$ cat config.mk
export PLATFORM = sky130hd
export DESIGN_NAME = bus_rr_arbiter
export DESIGN_NICKNAME = d
export VERILOG_FILES = /design/src/rtl/bus_rr_arbiter_pkg.sv /design/src/rtl/bus_rr_lane.sv /design/src/rtl/bus_rr_arbiter.sv
export SDC_FILE = /design/constraint.sdc
export NUM_CORES = 1
export LEC_CHECK = 0
export ABC_AREA = 1
export CORE_MARGIN = 2
export CORE_UTILIZATION = 47
export DETAILED_ROUTE_END_ITERATION = 12
export PLACE_DENSITY = 0.87
export SLEW_MARGIN = 30
export SYNTH_ARGS = -nofsm -noshare
export SYNTH_HDL_FRONTEND = slang
export SYNTH_SLANG_ARGS = --single-unit
$ cat constraint.sdc
create_clock -name clk -period 2.5 [get_ports clk]
set_input_delay 0.25 -clock clk [delete_from_list [all_inputs] [get_ports clk]]
set_output_delay 0.25 -clock clk [all_outputs]
set_load 0.01 [all_outputs]
$ cat src/rtl/bus_rr_arbiter_pkg.sv
// -----------------------------------------------------------------------------
// bus_rr_arbiter_pkg
//   Shared definitions for the multi-bus packet arbiter:
//     - lane_state_e   : per-bus transfer FSM states (IDLE -> POP -> PUSH)
//     - ID_W           : width of the destination ID field (top bits of a packet)
//     - calc_push_mask : destination decode (unicast / broadcast / drop)
// -----------------------------------------------------------------------------
package bus_rr_arbiter_pkg;

  localparam int ID_W     = 8;
  localparam int MAX_DRV  = 256;

  typedef enum logic [1:0] {
    ST_IDLE = 2'd0,
    ST_POP  = 2'd1,
    ST_PUSH = 2'd2
  } lane_state_e;

  // Destination decode. Returns a mask as wide as the largest legal bus;
  // callers truncate it to their own driver count.
  //   id <  n_drv   : one-hot of id (the source may address itself)
  //   id == bcast   : every driver except the source
  //   anything else : all zero, meaning the packet is dropped
  function automatic logic [MAX_DRV-1:0] calc_push_mask(
    input logic [ID_W-1:0] id,
    input logic [ID_W-1:0] src,
    input int              n_drv,
    input logic [ID_W-1:0] bcast
  );
    logic [MAX_DRV-1:0] mask;
    mask = '0;
    if (int'(id) < n_drv) begin
      mask[id] = 1'b1;
    end else if (id == bcast) begin
      for (int i = 0; i < MAX_DRV; i++) begin
        mask[i] = (i < n_drv) && (i != int'(src));
      end
    end
    return mask;
  endfunction

endpackage

$ cat src/rtl/bus_rr_lane.sv
// -----------------------------------------------------------------------------
// bus_rr_lane
//   One bus: arbiter, three-state transfer FSM and saturating drop counter.
//
// Handshake: i_pndng[n] high means driver n's FIFO head is valid on
// i_d_pop[n]. The lane answers with a single-cycle o_pop[n] strobe (dequeue)
// and, one cycle later, a single-cycle o_push mask with the packet on
// o_d_push. pop and push never overlap; a transfer, once granted, completes
// even if i_pndng drops, unless reset intervenes.
//
// Ports
//   i_clk, i_rst_n   clock, asynchronous active-low reset
//   i_mode           0 = round-robin, 1 = fixed priority (lowest index)
//   i_pndng          per-driver FIFO non-empty
//   i_d_pop          per-driver FIFO head packet
//   o_pop            dequeue strobe (one-hot, POP state only)
//   o_push           enqueue mask (PUSH state only)
//   o_d_push         last latched packet, held outside PUSH
//   o_drop_cnt       dropped-packet count, saturating
//   o_state          current FSM state, for observation
// -----------------------------------------------------------------------------
module bus_rr_lane
  import bus_rr_arbiter_pkg::*;
#(
  parameter int              drvrs     = 4,
  parameter int              pckg_sz   = 16,
  parameter logic [ID_W-1:0] broadcast = 8'hFF
) (
  input  logic                            i_clk,
  input  logic                            i_rst_n,
  input  logic                            i_mode,
  input  logic [drvrs-1:0]                i_pndng,
  input  logic [drvrs-1:0][pckg_sz-1:0]   i_d_pop,
  output logic [drvrs-1:0]                o_pop,
  output logic [drvrs-1:0]                o_push,
  output logic [pckg_sz-1:0]              o_d_push,
  output logic [15:0]                     o_drop_cnt,
  output logic [1:0]                      o_state
);

  localparam int GW = (drvrs > 2) ? $clog2(drvrs) : 1;

  lane_state_e          r_state;
  logic [GW-1:0]        r_gnt;
  logic [GW-1:0]        r_last_gnt;
  logic [pckg_sz-1:0]   r_data;
  logic [drvrs-1:0]     r_mask;
  logic [15:0]          r_drop_cnt;

  logic                 w_any;
  logic                 w_found;
  logic [GW-1:0]        w_sel;
  int                   w_idx;
  logic [pckg_sz-1:0]   w_head;
  logic [ID_W-1:0]      w_id;
  logic [drvrs-1:0]     w_mask_next;

  assign w_any = |i_pndng;

  // Grant selection. Round-robin scans from the driver after the previous
  // grant and wraps; fixed priority takes the lowest pending index. Both
  // modes feed the same last-grant register so switching modes is seamless.
  always_comb begin
    w_sel   = r_last_gnt;
    w_found = 1'b0;
    w_idx   = 0;
    if (i_mode) begin
      for (int i = 0; i < drvrs; i++) begin
        if (!w_found && i_pndng[GW'(i)]) begin
          w_sel   = GW'(i);
          w_found = 1'b1;
        end
      end
    end else begin
      for (int k = 1; k <= drvrs; k++) begin
        w_idx = int'(r_last_gnt) + k;
        if (w_idx >= drvrs) begin
          w_idx = w_idx - drvrs;
        end
        if (!w_found && i_pndng[GW'(w_idx)]) begin
          w_sel   = GW'(w_idx);
          w_found = 1'b1;
        end
      end
    end
  end

  // Head of the granted FIFO and its destination decode, captured at the
  // end of POP.
  assign w_head      = i_d_pop[r_gnt];
  assign w_id        = w_head[pckg_sz-1 -: ID_W];
  assign w_mask_next = drvrs'(calc_push_mask(w_id, ID_W'(r_gnt), drvrs, broadcast));

  always_ff @(posedge i_clk or negedge i_rst_n) begin
    if (!i_rst_n) begin
      r_state    <= ST_IDLE;
      r_gnt      <= '0;
      r_last_gnt <= GW'(drvrs - 1);
      r_data     <= '0;
      r_mask     <= '0;
      r_drop_cnt <= '0;
    end else begin
      case (r_state)
        ST_IDLE: begin
          if (w_any) begin
            r_gnt      <= w_sel;
            r_last_gnt <= w_sel;
            r_state    <= ST_POP;
          end
        end
        ST_POP: begin
          // Latched unconditionally: a driver dropping pndng here does not
          // cancel the transfer already granted.
          r_data  <= w_head;
          r_mask  <= w_mask_next;
          r_state <= ST_PUSH;
        end
        ST_PUSH: begin
          // An all-zero mask can only come from an unknown destination,
          // since unicast and broadcast (drvrs >= 2) always set a bit.
          if ((r_mask == '0) && (r_drop_cnt != 16'hFFFF)) begin
            r_drop_cnt <= r_drop_cnt + 16'd1;
          end
          r_state <= ST_IDLE;
        end
        default: begin
          r_state <= ST_IDLE;
        end
      endcase
    end
  end

  always_comb begin
    o_pop  = '0;
    o_push = '0;
    if (r_state == ST_POP) begin
      for (int i = 0; i < drvrs; i++) begin
        o_pop[i] = (r_gnt == GW'(i));
      end
    end
    if (r_state == ST_PUSH) begin
      o_push = r_mask;
    end
  end

  assign o_d_push   = r_data;
  assign o_drop_cnt = r_drop_cnt;
  assign o_state    = r_state;

endmodule

$ cat src/rtl/bus_rr_arbiter.sv
// -----------------------------------------------------------------------------
// bus_rr_arbiter
//   'bits' independent packet buses, each moving packets from the head of one
//   driver FIFO to the destination driver(s) of the same bus. Each bus is a
//   bus_rr_lane; buses share nothing but the clock, reset and mode input.
//
// Ports
//   clk        clock, rising edge
//   reset      asynchronous active-low reset
//   mode       0 = round-robin, 1 = fixed priority
//   pndng      [bus][drv]            FIFO non-empty
//   D_pop      [bus][drv][pckg_sz]   FIFO head packets
//   pop        [bus][drv]            dequeue strobes
//   push       [bus][drv]            enqueue strobes
//   D_push     [bus][pckg_sz]        packet on each bus
//   drop_cnt   [bus][16]             dropped-packet counters
//   dbg_state  [bus][2]              per-bus FSM state (observation only)
// -----------------------------------------------------------------------------
module bus_rr_arbiter
  import bus_rr_arbiter_pkg::*;
#(
  parameter int              bits      = 1,
  parameter int              drvrs     = 4,
  parameter int              pckg_sz   = 16,
  parameter logic [ID_W-1:0] broadcast = 8'hFF
) (
  input  logic                                    clk,
  input  logic                                    reset,
  input  logic                                    mode,
  input  logic [bits-1:0][drvrs-1:0]              pndng,
  input  logic [bits-1:0][drvrs-1:0][pckg_sz-1:0] D_pop,
  output logic [bits-1:0][drvrs-1:0]              pop,
  output logic [bits-1:0][drvrs-1:0]              push,
  output logic [bits-1:0][pckg_sz-1:0]            D_push,
  output logic [bits-1:0][15:0]                   drop_cnt,
  output logic [bits-1:0][1:0]                    dbg_state
);

  for (genvar g = 0; g < bits; g++) begin : g_lane
    bus_rr_lane #(
      .drvrs     (drvrs),
      .pckg_sz   (pckg_sz),
      .broadcast (broadcast)
    ) u_lane (
      .i_clk      (clk),
      .i_rst_n    (reset),
      .i_mode     (mode),
      .i_pndng    (pndng[g]),
      .i_d_pop    (D_pop[g]),
      .o_pop      (pop[g]),
      .o_push     (push[g]),
      .o_d_push   (D_push[g]),
      .o_drop_cnt (drop_cnt[g]),
      .o_state    (dbg_state[g])
    );
  end

endmodule

* After elaboration in Yosys (flattened, before gate mapping)
Index checks and enable logic that the tools add are counted.
Word-level totals: word-level logic and storage cells 100, input bits 71, register bits after elaboration 42, output and inout port bits 42
Operators by class: $add $sub $neg 9, $lt $le $gt $ge 12, reduce and logical (&&, ||, !) cells 17, equality and inequality tests 11, multiplexer cells 45
Operators by type and width (number):
- $bmux 16 s2 | 1
- $mux 2 | 16
- $mux 1 | 17
- $add 16x1->16 const B | 1
- $lt 2x4->1 const B | 4
- $mux 16 | 1
- $mux 4 | 4
- $ne 16x16->1 const B | 1
- $ge 3x3->1 const B | 3
- $lt 8x9->1 const B | 1
- $bmux 1 s2 | 4
- $demux 1 s8 | 1
- $eq 8x8->1 const B | 1
- $ge 8x1->1 const B | 1
- $lt 8x3->1 const B | 1
- $sub 2x1->2 const B | 4
- $add 2x2->3 const B | 2
- $eq 2x2->1 const B | 3
- $logic_and 1x1->1 | 6
- $add 2x3->4 const B | 1
- $eq 2x1->1 const B | 2
- $ge 4x3->1 const B | 1
- $logic_not 1->1 | 4
- $logic_not 2->1 | 2
- 10 further kinds | 12

* Logic depth before layout (Yosys ltp)
depth after elaboration 21, depth in mapped cells 13

* Worst setup path before layout
No wires, ideal clock.
path type register to register, from reg g_lane[0].u_lane.r_drop_cnt[0], to reg g_lane[0].u_lane.r_drop_cnt[12], required time 2.383 ns, buffers on the path 1, arrival time 1.687 ns, library setup time 0.117 ns, period minus slack after synthesis 1.804 ns, stages on the path, launching flop included 10, slack 0.696 ns, cells stage by stage dfrtp_1 ha_1 inv_1 nor4_4 nand3_1 nand2_2 inv_2 buf_6 nand4_1 nand2_1
On the way: word-level cells in the longest chain between the ends 3
RTL lines:
- from (decl) | RTL line bus_rr_lane.sv:48 | logic [15:0] r_drop_cnt;
- from (signal assigned) | RTL line bus_rr_lane.sv:122 | r_drop_cnt <= r_drop_cnt + 16'd1;
- parallel branches: the longest is 3 deep, another holds $add 16x1->16
Parallel ways; which one is timed is not known. A chain may end at the register's enable or synchronous reset.

==> summary.json <==
{
  "status": "completed",
  "detailed_place.area_um2": 3890,
  "dr.pass1.iters": 5,
  "share_of_the_yosys_chip_area_belonging_to_registers_pct": 38.5,
  "synth.lib_cells_used.distinct": 35,
  "postSynth.asyncResetShare_pct": 100,
  "post_synthesis_cells": 400,
  "number_of_rows_in_the_core_area": 27,
  "tritoncts": "yes",
  "reg2reg_to": "g_lane[0].u_lane.r_mask[3]",
  "via_count_of_the_first_global_routing_pass": 2918,
  "synth_seq_cells": 42,
  "synth_largest_area_cell": "sky130_fd_sc_hd__dfrtp_1",
  "required_time_at_the_endpoint_of_the_critical_path_ns": 2.25,
  "fmax_mhz": 459,
  "boundaryPins": 113,
  "power.density_cell_area_nw_per_um2": 935,
  "ctsRootBufferMaster": "sky130_fd_sc_hd__clkbuf_8",
  "netlist.area_leader.share_pct": 36.6,
  "number_of_pins_exceeding_their_max_slew_limit_in_the_final_report": 0,
  "finalNetCount": 584,
  "gr-usage-all-layers_pct": 25.1,
  "core_box_area_um2": 5570,
  "hold_removal_path_class": "primary input to async pin",
  "final_area_um2": 4020,
  "h-tree-depth": 2,
  "clock_insertion_delay_worst_skew_ns": 0.30,
  "cp-end-kind": "primary output",
  "synth_fp_nets": 472,
  "synthesis.area_per_instance_um2": 6.84,
  "avgViaCountPerCell": 5.23,
  "synth.top_cells.by_area": "sky130_fd_sc_hd__dfrtp_1 37%, sky130_fd_sc_hd__nand2_1 25%, sky130_fd_sc_hd__inv_1 4.5%, sky130_fd_sc_hd__nor2_1 4.0%, sky130_fd_sc_hd__xor2_1 3.5%",
  "fin_crit_sh_pct": 87.2,
  "setup_repair_after_global_routing_missed_its_margin": "false",
  "min_period_ns": 2.18,
  "count_of_flip_flops_with_a_built_in_enable_after_synthesis": 0,
  "die-height_um": 80.3,
  "mappedNetlistArea_um2": 2740,
  "initial_core_util_pct": 49.1,
  "max_slew.worst_pin.slew_ns": 0.628,
  "max-clock-path-buffers": 2,
  "worstPathMaxFanout": 24,
  "fin_worst_skew_ns": 0.00934,
  "peakVddDrop_mv": 0.492,
  "power.static_leakage_nw": 1.79,
  "grt_start_max_net_pins": 43,
  "layout-drive-gt1-share_pct": 6.43,
  "dpl.hpwl_um": 6090,
  "reg2reg_from": "g_lane[0].u_lane.r_gnt[0]",
  "area_growth_from_synthesis_to_layout_pct": 46.7,
  "routabilityCongestion": 0.962,
  "die_area_um2": 6450,
  "worstSetupPathType": "flip-flop to primary output",
  "max-cap-violations": 0,
  "final.setup.tns_ns": 0,
  "num_cts_buffers": 5,
  "setup_violations": 0,
  "hold_violations": 0,
  "grt_antenna_before_repair": 0,
  "finalWirelength_um": 7690,
  "fp.dieW_um": 80.3,
  "clk_transition_reported_paths_ns": 0.09,
  "gr-total-overflow": 0,
  "startpoint_type": "flip-flop",
  "via_count": 3061,
  "detail_route.wl_per_cell_um": 13.1,
  "drcViolationCount": 0,
  "n_antenna_cell": 0,
  "r2r_cells": 10,
  "arrival_ns": 1.93,
  "grt_pass1_wl_um": 12700,
  "synth-warning-count": 0,
  "number_of_post_cts_setup_repair_buffers": 0,
  "remaining_number_of_nets_flagged_by_the_antenna_check_after_routing": 0,
  "worst_slew_margin_rel_pct": 58.1,
  "synthFlopType": "sky130_fd_sc_hd__dfrtp_1",
  "initialDrtViolationCount": 173,
  "regToRegSetupSlack_ns": 0.42,
  "port-buffer-count": 112,
  "clock_sink_count": 42
}
==> critical path, stage by stage (launching register included) <==
cell and delay (ns):
sky130_fd_sc_hd__dfrtp_1 0.38, sky130_fd_sc_hd__inv_1 0.07, sky130_fd_sc_hd__nor2_1 0.13, sky130_fd_sc_hd__inv_1 0.30, sky130_fd_sc_hd__nor2_1 0.19, sky130_fd_sc_hd__clkdlybuf4s50_1 0.56
==> report_power, final <==
part	switching (mW)	leakage [nW]	internal (mW)
clock	0.245	0.0504	0.297
combinational	1.19	1.21	0.878
sequential	0.234	0.537	0.910
total	1.67	1.79	2.08
==> worst max-delay path by stage <==
stage	start	endpoint	cells past startpoint
floorplan	g_lane[0].u_lane.o_drop_cnt[0]	g_lane[0].u_lane.o_drop_cnt[12]	9
global placement	g_lane[0].u_lane.r_gnt[0]	g_lane[0].u_lane.r_mask[2]	10
finish	g_lane[0].u_lane.o_state[0]	pop[1]	5
global route	g_lane[0].u_lane.r_gnt[0]	g_lane[0].u_lane.r_mask[3]	10
CTS	g_lane[0].u_lane.o_state[0]	pop[1]	5
detailed placement	g_lane[0].u_lane.r_gnt[0]	g_lane[0].u_lane.r_mask[3]	10
==> cell usage in the layout, fill, tap and decap left out, drive strengths merged <==
| cell type | Yosys | layout |
|---|---|---|
| xor2 | 11 | 11 |
| and2 | 1 | 1 |
| ha | 1 | 1 |
| nor3 | 5 | 5 |
| xnor2 | 3 | 3 |
| nand4 | 16 | 16 |
| dfstp | 2 | 2 |
| clkbuf | 2 | 5 |
| nor2 | 34 | 34 |
| o211ai | 1 | 1 |
| clkinvlp | 0 | 2 |
| nand2 | 183 | 183 |
| a41oi | 3 | 3 |
| clkdlybuf4s50 | 0 | 111 |
| a21oi | 2 | 2 |
| nand2b | 1 | 1 |
| dfrtp | 40 | 40 |
| a22oi | 4 | 4 |
| or2 | 1 | 1 |
| inv | 38 | 38 |
| nand3 | 17 | 17 |
| o21ai | 16 | 16 |
| nor3b | 1 | 1 |
| buf | 9 | 4 |
| nor4 | 7 | 7 |
| dlygate4sd3 | 0 | 1 |
| a31oi | 2 | 2 |
| bufinv | 0 | 1 |
==> logic make-up (layout without fill, tap and decap cells) <==
family | after synthesis | after routing | synth area share (%)
AND/OR/NAND/NOR | 266 | 266 | 42.4
buffers and inverters | 49 | 162 | 8.00
flip-flops | 42 | 42 | 38.5
AO/OA/AOI/OAI | 28 | 28 | 6.22
XOR/XNOR | 14 | 14 | 4.48
adder cells (fa/ha/maj) | 1 | 1 | 0.457
==> registers in the layout, indices dropped and copies added (netlist names) <==
signal                    cells
g_lane.u_lane.o_state         2
g_lane.u_lane.r_last_gnt      2
g_lane.u_lane.o_d_push       16
g_lane.u_lane.r_mask          4
g_lane.u_lane.o_drop_cnt     16
g_lane.u_lane.r_gnt           2
==> layer usage <==
layer	share of wire, %	GRT usage, %
met3	8.3	6.18
met2	51	46.8
met1	39	28.5
met4	1.3	6.27
met5	0	0
==> cell type report <==
class	count	area (um2)
Tap cell	72	90.1
Clock buffer	5	68.8
Clock inverter	3	45.0
Timing Repair Buffer	116	1150
Inverter	38	143
Multi-Input combinational cell	309	1470
Fill cell	446	1560
Sequential cell	42	1050
==> cell usage after synthesis (2+ instances only) <==
master,instances
sky130_fd_sc_hd__xor2_1,11
sky130_fd_sc_hd__a31oi_1,2
sky130_fd_sc_hd__clkbuf_1,2
sky130_fd_sc_hd__nor3_1,5
sky130_fd_sc_hd__xnor2_1,3
sky130_fd_sc_hd__nand4_1,15
sky130_fd_sc_hd__nand2_1,179
sky130_fd_sc_hd__inv_2,5
sky130_fd_sc_hd__nor2_4,3
sky130_fd_sc_hd__nand2_2,4
sky130_fd_sc_hd__dfstp_2,2
sky130_fd_sc_hd__o21ai_1,8
sky130_fd_sc_hd__a41oi_1,3
sky130_fd_sc_hd__inv_1,33
sky130_fd_sc_hd__nor2_2,2
sky130_fd_sc_hd__a22oi_1,4
sky130_fd_sc_hd__buf_4,2
sky130_fd_sc_hd__buf_6,3
sky130_fd_sc_hd__nor4_1,5
sky130_fd_sc_hd__dfrtp_1,40
sky130_fd_sc_hd__o21ai_0,8
sky130_fd_sc_hd__buf_2,4
sky130_fd_sc_hd__nor2_1,29
sky130_fd_sc_hd__nand3_1,17
==> repair_timing <==
item                                   CTS  global route
endpoints found under the hold margin    0            40
hold buffers                             0             1
gates resized for setup                  0             0
==> stage by stage <==
stage	util, %	setup slack (ns)	hold slack, ns	instances	power [mW]
6_report	72.1	0.320	0.465	585	3.76
5_1_grt	72.1	0.151	0.510	585	4.06
4_1_cts	71.8	0.309	0.106	584	3.75
3_5_place_dp	69.8	0.476	0.437	576	3.21
3_3_place_gp	69.8	0.506	0.428	576	3.14
2_1_floorplan	-	0.696	-0.0456	400	2.40
Power figures use the tool's default switching activity.
